### config.mk
export PLATFORM = sky130hd
export DESIGN_NAME = program_launcher
export DESIGN_NICKNAME = d
export VERILOG_FILES = /design/src/rtl/launcher_pkg.sv /design/src/rtl/launch_table.sv /design/src/rtl/program_launcher.sv
export SDC_FILE = /design/constraint.sdc
export NUM_CORES = 1
export LEC_CHECK = 0
export ABC_CLOCK_PERIOD_IN_PS = 3120
export CAP_MARGIN = 20
export CORE_MARGIN = 2
export CORE_UTILIZATION = 30
export CTS_CLUSTER_DIAMETER = 50
export DETAILED_ROUTE_END_ITERATION = 10
export PLACE_DENSITY = 0.49
export SKIP_CTS_REPAIR_TIMING = 1
export SYNTH_ARGS = -nofsm -noshare
export SYNTH_HDL_FRONTEND = slang
export SYNTH_SLANG_ARGS = --single-unit
### constraint.sdc
create_clock -name CLK -period 3.12 [get_ports CLK]
set_clock_uncertainty 0.2 [all_clocks]
set_input_delay 0.624 -clock CLK [delete_from_list [all_inputs] [get_ports CLK]]
set_output_delay 0.624 -clock CLK [all_outputs]
set_load 0.01 [all_outputs]
### src/rtl/launcher_pkg.sv
// Shared types and helpers for the program launcher.
package launcher_pkg;

  localparam int unsigned CYCLE_W = 16;
  localparam int unsigned ADDR_W  = 8;

  typedef enum logic [2:0] {
    IDLE   = 3'd0,
    LAUNCH = 3'd1,
    ARM    = 3'd2,
    RUN    = 3'd3,
    REPORT = 3'd4,
    FINISH = 3'd5
  } state_e;

  // Increment that sticks at all-ones instead of wrapping.
  function automatic logic [CYCLE_W-1:0] sat_inc(input logic [CYCLE_W-1:0] v);
    return (v == '1) ? v : v + CYCLE_W'(1);
  endfunction

endpackage

### src/rtl/launch_table.sv
// Program entry address table: one write port, one combinational read port.
module launch_table
  import launcher_pkg::*;
#(
  parameter int unsigned NUM_PROGS = 4,
  parameter int unsigned IDX_W     = 2
) (
  input  logic              clk,
  input  logic              rst_n,
  input  logic              we_i,
  input  logic [IDX_W-1:0]  wr_idx_i,
  input  logic [ADDR_W-1:0] wr_data_i,
  input  logic [IDX_W-1:0]  rd_idx_i,
  output logic [ADDR_W-1:0] rd_data_o
);

  logic [ADDR_W-1:0] mem_q [NUM_PROGS];

  // Entry storage; out-of-range write indices are dropped.
  always_ff @(posedge clk or negedge rst_n) begin
    if (!rst_n) begin
      for (int unsigned i = 0; i < NUM_PROGS; i++) mem_q[i] <= '0;
    end else if (we_i && (32'(wr_idx_i) < NUM_PROGS)) begin
      mem_q[wr_idx_i] <= wr_data_i;
    end
  end

  assign rd_data_o = mem_q[rd_idx_i];

endmodule

### src/rtl/program_launcher.sv
// Host-side sequencer: launches table entries on the core one after another,
// times each run until done rises, and reports cycles / timeouts.
module program_launcher
  import launcher_pkg::*;
#(
  parameter int unsigned NUM_PROGS    = 4,
  parameter int unsigned START_CYCLES = 2,
  parameter int unsigned TIMEOUT      = 4096,
  localparam int unsigned IDX_W       = (NUM_PROGS > 1) ? $clog2(NUM_PROGS) : 1,
  localparam int unsigned CNT_W       = IDX_W + 1
) (
  input  logic               CLK,
  input  logic               RST_N,
  input  logic               tbl_we,
  input  logic [IDX_W-1:0]   tbl_idx,
  input  logic [ADDR_W-1:0]  tbl_addr,
  input  logic               go,
  input  logic [CNT_W-1:0]   prog_count,
  input  logic               done,
  output logic               start,
  output logic [ADDR_W-1:0]  start_addr,
  output logic               busy,
  output logic               result_valid,
  output logic [IDX_W-1:0]   result_idx,
  output logic [CYCLE_W-1:0] result_cycles,
  output logic               timeout_err,
  output logic               all_done
);

  localparam int unsigned HOLD_W = (START_CYCLES > 1) ? $clog2(START_CYCLES) : 1;

  state_e              state_q, state_d;
  logic [IDX_W-1:0]    idx_q, idx_d;
  logic [CNT_W-1:0]    cnt_q, cnt_d;
  logic [HOLD_W-1:0]   hold_q, hold_d;
  logic [CYCLE_W-1:0]  cyc_q, cyc_d;
  logic                done_prev_q;
  logic                terr_q, terr_d;

  logic                start_q, start_d;
  logic [ADDR_W-1:0]   start_addr_q, start_addr_d;
  logic                busy_q, busy_d;
  logic                rv_q, rv_d;
  logic [IDX_W-1:0]    ridx_q, ridx_d;
  logic [CYCLE_W-1:0]  rcyc_q, rcyc_d;
  logic                all_done_q, all_done_d;

  logic [ADDR_W-1:0]   tbl_rd_data;

  launch_table #(
    .NUM_PROGS (NUM_PROGS),
    .IDX_W     (IDX_W)
  ) u_table (
    .clk       (CLK),
    .rst_n     (RST_N),
    .we_i      (tbl_we && (state_q == IDLE)),
    .wr_idx_i  (tbl_idx),
    .wr_data_i (tbl_addr),
    .rd_idx_i  (idx_d),
    .rd_data_o (tbl_rd_data)
  );

  // Next-state, counters and registered-output next values.
  always_comb begin
    state_d    = state_q;
    idx_d      = idx_q;
    cnt_d      = cnt_q;
    hold_d     = hold_q;
    cyc_d      = cyc_q;
    terr_d     = terr_q;
    start_d    = 1'b0;
    busy_d     = 1'b0;
    rv_d       = 1'b0;
    ridx_d     = ridx_q;
    rcyc_d     = rcyc_q;
    all_done_d = 1'b0;

    case (state_q)
      IDLE: begin
        if (go) begin
          if (prog_count == '0) begin
            all_done_d = 1'b1;
          end else begin
            cnt_d   = (prog_count > CNT_W'(NUM_PROGS)) ? CNT_W'(NUM_PROGS) : prog_count;
            idx_d   = '0;
            hold_d  = '0;
            terr_d  = 1'b0;
            state_d = LAUNCH;
          end
        end
      end
      LAUNCH: begin
        if (hold_q == HOLD_W'(START_CYCLES - 1)) begin
          cyc_d   = '0;
          state_d = ARM;
        end else begin
          hold_d = hold_q + HOLD_W'(1);
        end
      end
      ARM: begin
        // A done left high from earlier activity must clear before arming.
        cyc_d = sat_inc(cyc_q);
        if (!done) state_d = RUN;
      end
      RUN: begin
        if (done && !done_prev_q) begin
          state_d = REPORT;
        end else if (cyc_q >= CYCLE_W'(TIMEOUT)) begin
          terr_d  = 1'b1;
          state_d = REPORT;
        end else begin
          cyc_d = sat_inc(cyc_q);
        end
      end
      REPORT: begin
        if (CNT_W'(idx_q) == cnt_q - CNT_W'(1)) begin
          state_d = FINISH;
        end else begin
          idx_d   = idx_q + IDX_W'(1);
          hold_d  = '0;
          state_d = LAUNCH;
        end
      end
      FINISH: begin
        state_d = IDLE;
      end
      default: begin
        state_d = IDLE;
      end
    endcase

    start_d = (state_d == LAUNCH);
    busy_d  = (state_d != IDLE) && (state_d != FINISH);
    if (state_d == REPORT) begin
      rv_d   = 1'b1;
      ridx_d = idx_q;
      rcyc_d = cyc_q;
    end
    if (state_d == FINISH) all_done_d = 1'b1;
  end

  // start_addr follows the table only while launching, otherwise holds.
  assign start_addr_d = (state_d == LAUNCH) ? tbl_rd_data : start_addr_q;

  // State, counters and output registers.
  always_ff @(posedge CLK or negedge RST_N) begin
    if (!RST_N) begin
      state_q      <= IDLE;
      idx_q        <= '0;
      cnt_q        <= '0;
      hold_q       <= '0;
      cyc_q        <= '0;
      done_prev_q  <= 1'b0;
      terr_q       <= 1'b0;
      start_q      <= 1'b0;
      start_addr_q <= '0;
      busy_q       <= 1'b0;
      rv_q         <= 1'b0;
      ridx_q       <= '0;
      rcyc_q       <= '0;
      all_done_q   <= 1'b0;
    end else begin
      state_q      <= state_d;
      idx_q        <= idx_d;
      cnt_q        <= cnt_d;
      hold_q       <= hold_d;
      cyc_q        <= cyc_d;
      done_prev_q  <= done;
      terr_q       <= terr_d;
      start_q      <= start_d;
      start_addr_q <= start_addr_d;
      busy_q       <= busy_d;
      rv_q         <= rv_d;
      ridx_q       <= ridx_d;
      rcyc_q       <= rcyc_d;
      all_done_q   <= all_done_d;
    end
  end

  assign start         = start_q;
  assign start_addr    = start_addr_q;
  assign busy          = busy_q;
  assign result_valid  = rv_q;
  assign result_idx    = ridx_q;
  assign result_cycles = rcyc_q;
  assign timeout_err   = terr_q;
  assign all_done      = all_done_q;

endmodule

==> metrics.md, run 1 <==
| Metric | Value |
|---|---|
| Share of layout cells above drive strength 1 | 0.273 |
| Seq cells post-synth | 89 |
| Fin cells | 568 |
| Placed inst area | 4920 um^2 |
| Total global routing overflow | 0 |
| Place WS | -0.0219 ns |
| Crit start category | flip-flop |
| Drt total wl | 8820 um |
| Max Freq | 345 MHz |
| Slew @ Worst Pin | 0.712 ns |
| Per-cell routed wire length | 15.5 um |
| Die area | 14,900 um^2 |
| Hold_ws | 0.0733 ns |
| GR Util All Layers | 0.127 |
| RSZ-0062 raised after global routing | false |
| CP required | 3.14 ns |
| Cell taking the most area after synthesis | dfrtp_1 |
| Count leader, synth | dfrtp_1 |
| Initial Utilization | 0.304 |
| Final clock period utilization by the worst path | 0.928 |
| Area Growth Syn to Fin | 25.1% |
| CP arrival | 2.92 ns |
| Synthesized area | 4190 um^2 |
| Crit Path Max Fanout | 9 |
| Clk_lat worst skew | 0.34 ns |
| Mapped Cells | 325 |
| Synth top area cells | dfrtp_1, mux2_2, mux4_2 |
| First-pass GRT wire length | 14,600 um |
| Routed Antenna Nets | 0 |
| Pwr Total | 4.85 mW |
| Synth async-reset ratio | 1.00 |
| Filler Cells Inserted | 1,359 |
| Level count of the clock H-tree | 3 |
| Rel. slew slack | 0.525 |
| Period minus WS final | 2.90 ns |
| DRT Pass-1 Iters | 4 |
| P_leak | 2.20 nW |
| Most frequent cells after synthesis | dfrtp_1, mux2_2, nand2_1 |
| Final-report max-slew violation count | 0 |
| Initial antenna violation count | 0 |
| Register area share after synthesis | 0.532 |
| CTS max path bufs | 2 |
| Width of the chip | 122 um |
| R2r startpoint | cnt_q[0]$_DFFE_PN0P_ |
| Worst Path Class, Setup | flip-flop to flip-flop |
| DRC Markers | 0 |
| Antenna diodes | 0 |
| Nets@finish | 404 |
| R2R depth | 7 |
| Number of distinct library cells after synthesis | 56 |
| Fin area | 5240 um^2 |
| Worst-path clk slew | 0.06 ns |
| R2r setup slk | 0.22 ns |
| CP Capture Type | flip-flop |
| Post-synth net total | 346 |
| FF/Latch Area | 2230 um^2 |
| Die height | 122 um |
| Slack of the critical path | 0.225 ns |
| CTS buffer count | 9 |
| Area of the multi-input gates | 1850 um^2 |
| Ys Warns | 0 |
| Clock tree from TritonCTS | built |
| Io pins | 49 |
| Final Core Density | 0.380 |
| Vias in the first global route | 2,776 |
| Peak supply drop | 0.312 mV |
| RR Endpoint | start_addr[4]$_DFFE_PN0N_ |
| Port Buf Inserts | 48 |
| Core Box Area | 13,800 um^2 |
| Row Count | 43 |
| Post-synth EDFFs | 0 |
| Syn Area/Cell | 12.9 um^2 |
| Post-route setup TNS | 0 ns |
| DP HPWL | 5980 um |
| Clk sinks | 89 |
| Top FF cell, synth | dfrtp_1 |
| Hold WC Path Type | input pin to asynchronous set/reset pin |
| Max-Cap Viols | 0 |
| Placed cells | 552 |
| Pin count of the biggest net entering global routing | 50 |
| Root buffer cell | clkbuf_16 |
| Status | complete, no violations |
| Final hold violation count | 0 |
| Final setup viols | 0 |
| Initial DRC Count | 155 |
| Synth top area share | 0.532 |
| Final GP Congestion | 0.757 |
| Vias per inst | 4.85 |
| Total vias in the final route | 2,754 |
| Pwr dens | 927 nW/um^2 |
cells by family after synthesis:
group                    Yosys count  synth area share
flip-flops                        89             0.532
AND/OR/NAND/NOR                   87             0.125
multiplexers                      76             0.231
AO/OA/AOI/OAI                     41            0.0658
buffers and inverters             26            0.0311
XOR/XNOR                           3           0.00628
adder cells (fa/ha/maj)            3           0.00897
worst max-delay path: stages, from the launching register on:
cell and delay, ns:
dfrtp_1 0.39, inv_1 0.06, ha_1 0.30, xnor2_1 0.17, o311ai_1 0.47, mux2i_4 0.54
mux4_2 0.38, mux2_4 0.27
layout make-up:
class | count | area share
clock buffers | 12 | 0.0490
multi-input cells | 210 | 0.353
clock inverters | 4 | 0.00980
inverters | 13 | 0.00932
repair buffers | 60 | 0.111
well taps | 180 | 0.0430
flip-flops and latches | 89 | 0.425
state kept, by name (all words and copies together), names as in the netlist, 2 cells and up:
signal,count
cnt_q,3
cyc_q,16
idx_q,2
result_cycles,16
result_idx,2
start_addr,8
state_q,3
u_table.mem_q,32
worst max path at each step:
stage / start / end / slack, ns
3_3_place_gp: prog_count[0] / start_addr[1]$_DFFE_PN0N_ / 0.02
3_5_place_dp: prog_count[0] / start_addr[6]$_DFFE_PN0N_ / -0.02
6_report: cnt_q[0]$_DFFE_PN0P_ / start_addr[4]$_DFFE_PN0N_ / 0.22
5_1_grt: cnt_q[0]$_DFFE_PN0P_ / start_addr[4]$_DFFE_PN0N_ / 0.02
4_1_cts: cnt_q[0]$_DFFE_PN0P_ / start_addr[4]$_DFFE_PN0N_ / 0.14
2_1_floorplan: cnt_q[0]$_DFFE_PN0P_ / start_addr[0]$_DFFE_PN0N_ / 0.50
power breakdown:
group          internal [mW]  leakage, nW  switching (mW)
Combinational           1.06        0.917           0.770
Clock                  0.665        0.149           0.444
Sequential              1.59         1.14           0.321
Total                   3.32         2.20            1.54
cell usage in the layout (no fill, tap or decap), types with 8 or more instances in the layout:
master / count
dfrtp_1: 89
mux2_2: 50
clkdlybuf4s50_1: 47
nand2_1: 23
inv_1: 13
buf_4: 12
nor2_1: 11
o21ai_0: 10
nand2b_1: 9
mux2i_1: 9
clkbuf_16: 9
a21oi_1: 8
mux4_2: 8
mux2_4: 8
per-layer routing:
layer	global-route usage	part of all wire	vias to the layer above	wire, um
met2	0.190	0.46	40	4050
met5	0	0	-	0
met1	0.179	0.49	1395	4320
met4	0.0603	0.020	0	180
met3	0.0206	0.030	10	262
li1	-	-	1309	-
(Power assumes the default switching activity.)
==> inputs of run 2 (changes only) <==
ABC_AREA = 0   (was unset)
==> results of run 2 <==
Final layout, timing and power as in run 1 (identical DEF).
==> inputs of run 3 (changes only) <==
ABC_CLOCK_PERIOD_IN_PS = 3680   (was 3120)
clock period = 3.68 ns   (was 3.12 ns; I/O delays follow)
==> metrics.md, run 3 (synthesis gave the netlist of run 1 again) <==
| Metric | Value |
|---|---|
| Final GP Congestion | 0.737 (-2.7%) |
| Fin area | 5170 um^2 (-1.2%) |
| Final-report max-slew violation count | 0 (unchanged) |
| Vias per inst | 4.87 (+0.34%) |
| Commonest non-fill, non-tap cell in the layout | dfrtp_1 |
| Worst-path clk slew | 0.06 ns (about the same) |
| Port Buf Inserts | 48 (unchanged) |
| Level count of the clock H-tree | 3 (unchanged) |
| Max Freq | 335 MHz (-2.9%) |
| Period minus WS final | 2.98 ns (+0.0853 ns) |
| DRC Markers | 0 (unchanged) |
| Worst Path Class, Setup | flip-flop to flip-flop |
| Rel. slew slack | 0.486 (-0.0391) |
| Most flops, register | u_table.mem_q |
| Filler Cells Inserted | 1,362 (+0.22%) |
| CP arrival | 3.01 ns (+0.09 ns) |
| Area Growth Syn to Fin | 23.6% |
| RSZ-0062 raised after global routing | false |
| Crit Path Max Fanout | 9 (unchanged) |
| Initial DRC Count | 103 (-34%) |
| First-pass GRT wire length | 15,100 um (+3.6%) |
| Clk_lat worst skew | 0.35 ns (about the same) |
| Final hold violation count | 0 (unchanged) |
| Die area | 14,900 um^2 (unchanged) |
| Per-cell routed wire length | 15.9 um (+2.7%) |
| Final clock period utilization by the worst path | 0.810 (-0.118) |
| Hold WC Path Type | input pin to asynchronous set/reset pin |
| Clock tree from TritonCTS | built |
| Commonest non-fill, non-tap cells in the layout | dfrtp_1, mux2_2, clkdlybuf4s50_1 |
| Status | complete, no violations |
| Crit-path cells | inv_1 -> ha_1 -> xnor2_1 -> o311ai_1 -> mux2i_2 -> mux4_2 -> mux2_4 |
| Delay of the slowest critical-path stage | 0.71 ns (+0.17 ns) |
| Total global routing overflow | 0 (unchanged) |
| Nets@finish | 400 (-0.99%) |
| GR Util All Layers | 0.133 (+0.00573) |
| Share of layout cells above drive strength 1 | 0.264 (-0.00949) |
| Crit start category | flip-flop |
| Total vias in the final route | 2,739 (-0.54%) |
| Width of the chip | 122 um (unchanged) |
| Peak supply drop | 0.214 mV (-31%) |
| Pwr Total | 4.08 mW (-16%) |
| CP required | 3.71 ns (+0.57 ns) |
| DRT Pass-1 Iters | 5 (+1) |
| CTS buffer count | 9 (unchanged) |
| Post-route setup TNS | 0 ns (unchanged) |
| Routed Antenna Nets | 0 (unchanged) |
| Placed inst area | 4880 um^2 (-0.86%) |
| Row Count | 43 (unchanged) |
| Slack of the critical path | 0.699 ns (+0.475 ns) |
| Vias in the first global route | 2,861 (+3.1%) |
| Antenna diodes | 0 (unchanged) |
| Pwr dens | 789 nW/um^2 (-15%) |
| Initial antenna violation count | 0 (unchanged) |
| Final Core Density | 0.376 (-0.00454) |
| Final setup viols | 0 (unchanged) |
| Clk sinks | 89 (unchanged) |
| DP HPWL | 6050 um (+1.1%) |
| P_leak | 2.17 nW (-1.3%) |
| Drt total wl | 8970 um (+1.8%) |
| Slew @ Worst Pin | 0.756 ns (+0.0436 ns) |
| Core Box Area | 13,800 um^2 (unchanged) |
| Io pins | 49 (unchanged) |
| Place WS | 0.382 ns (+0.404 ns) |
| CTS max path bufs | 2 (unchanged) |
| CP Capture Type | flip-flop |
| Root buffer cell | clkbuf_16 |
| Slowest CP cell | mux2i_2 |
| Max reg flops | 32 (unchanged) |
| Max-Cap Viols | 0 (unchanged) |
| Die height | 122 um (unchanged) |
| Pin count of the biggest net entering global routing | 55 (+10%) |
| Initial Utilization | 0.304 (unchanged) |
[run 3: cell types whose count changed in the layout (fill, tap and decap cells not counted), sizes merged]
cell	change
buf	-4
clkinvlp	-1
[run 3: final timing paths]
check	startpoint	to	slack (ns)	depth (start not counted)
setup / recovery	cnt_q[0]$_DFFE_PN0P_	start_addr[6]$_DFFE_PN0N_	0.70	7
hold / removal	RST_N	result_valid$_DFF_PN0_	0.23	1
setup reg to reg	cnt_q[0]$_DFFE_PN0P_	start_addr[6]$_DFFE_PN0N_	0.70	7
hold reg to reg	u_table.mem_q[7]$_DFFE_PN0P_	u_table.mem_q[7]$_DFFE_PN0P_	0.30	1
max in group asynchronous	RST_N	result_cycles[6]$_DFFE_PN0N_	2.31	2
min in group CLK	u_table.mem_q[7]$_DFFE_PN0P_	u_table.mem_q[7]$_DFFE_PN0P_	0.30	1
[run 3: power breakdown]
part,leakage (nW),internal (mW),switching (mW)
combinational,0.889,0.886,0.654
sequential,1.14,1.35,0.273
clock,0.148,0.557,0.364
[run 3: cell type report]
cell class	instances	area, um^2	share of cell area
sequential	89	2230	0.430
inverter	13	48.8	0.00943
clock inverter	3	40.0	0.00774
clock buffer	12	256	0.0496
multi-input combinational	210	1840	0.355
tap	180	225	0.0435
timing repair buffer	56	538	0.104
[run 3: stage by stage]
stage | cells | hold slack, ns
global route | 563 | 0.306
finish | 563 | 0.233
global placement | 548 | 0.283
detailed placement | 548 | 0.290
CTS | 563 | 0.264
floorplan | 325 | 0.240
[run 3: worst max-delay path, delay by kind of cell (launching register included)]
kind	cells	cell delay [ns]
adder cells (fa/ha/maj)	1	0.29
XOR/XNOR	1	0.18
flip-flops	1	0.39
buffers and inverters	1	0.06
AO/OA/AOI/OAI	1	0.34
multiplexers	3	1.39
[run 3: layer usage]
layer,vias to the layer above,wire length [um],GRT usage
met2,42,4030,0.198
li1,1315,-,-
met3,12,296,0.0225
met4,0,230,0.0711
met1,1370,4410,0.184
met5,-,0,0
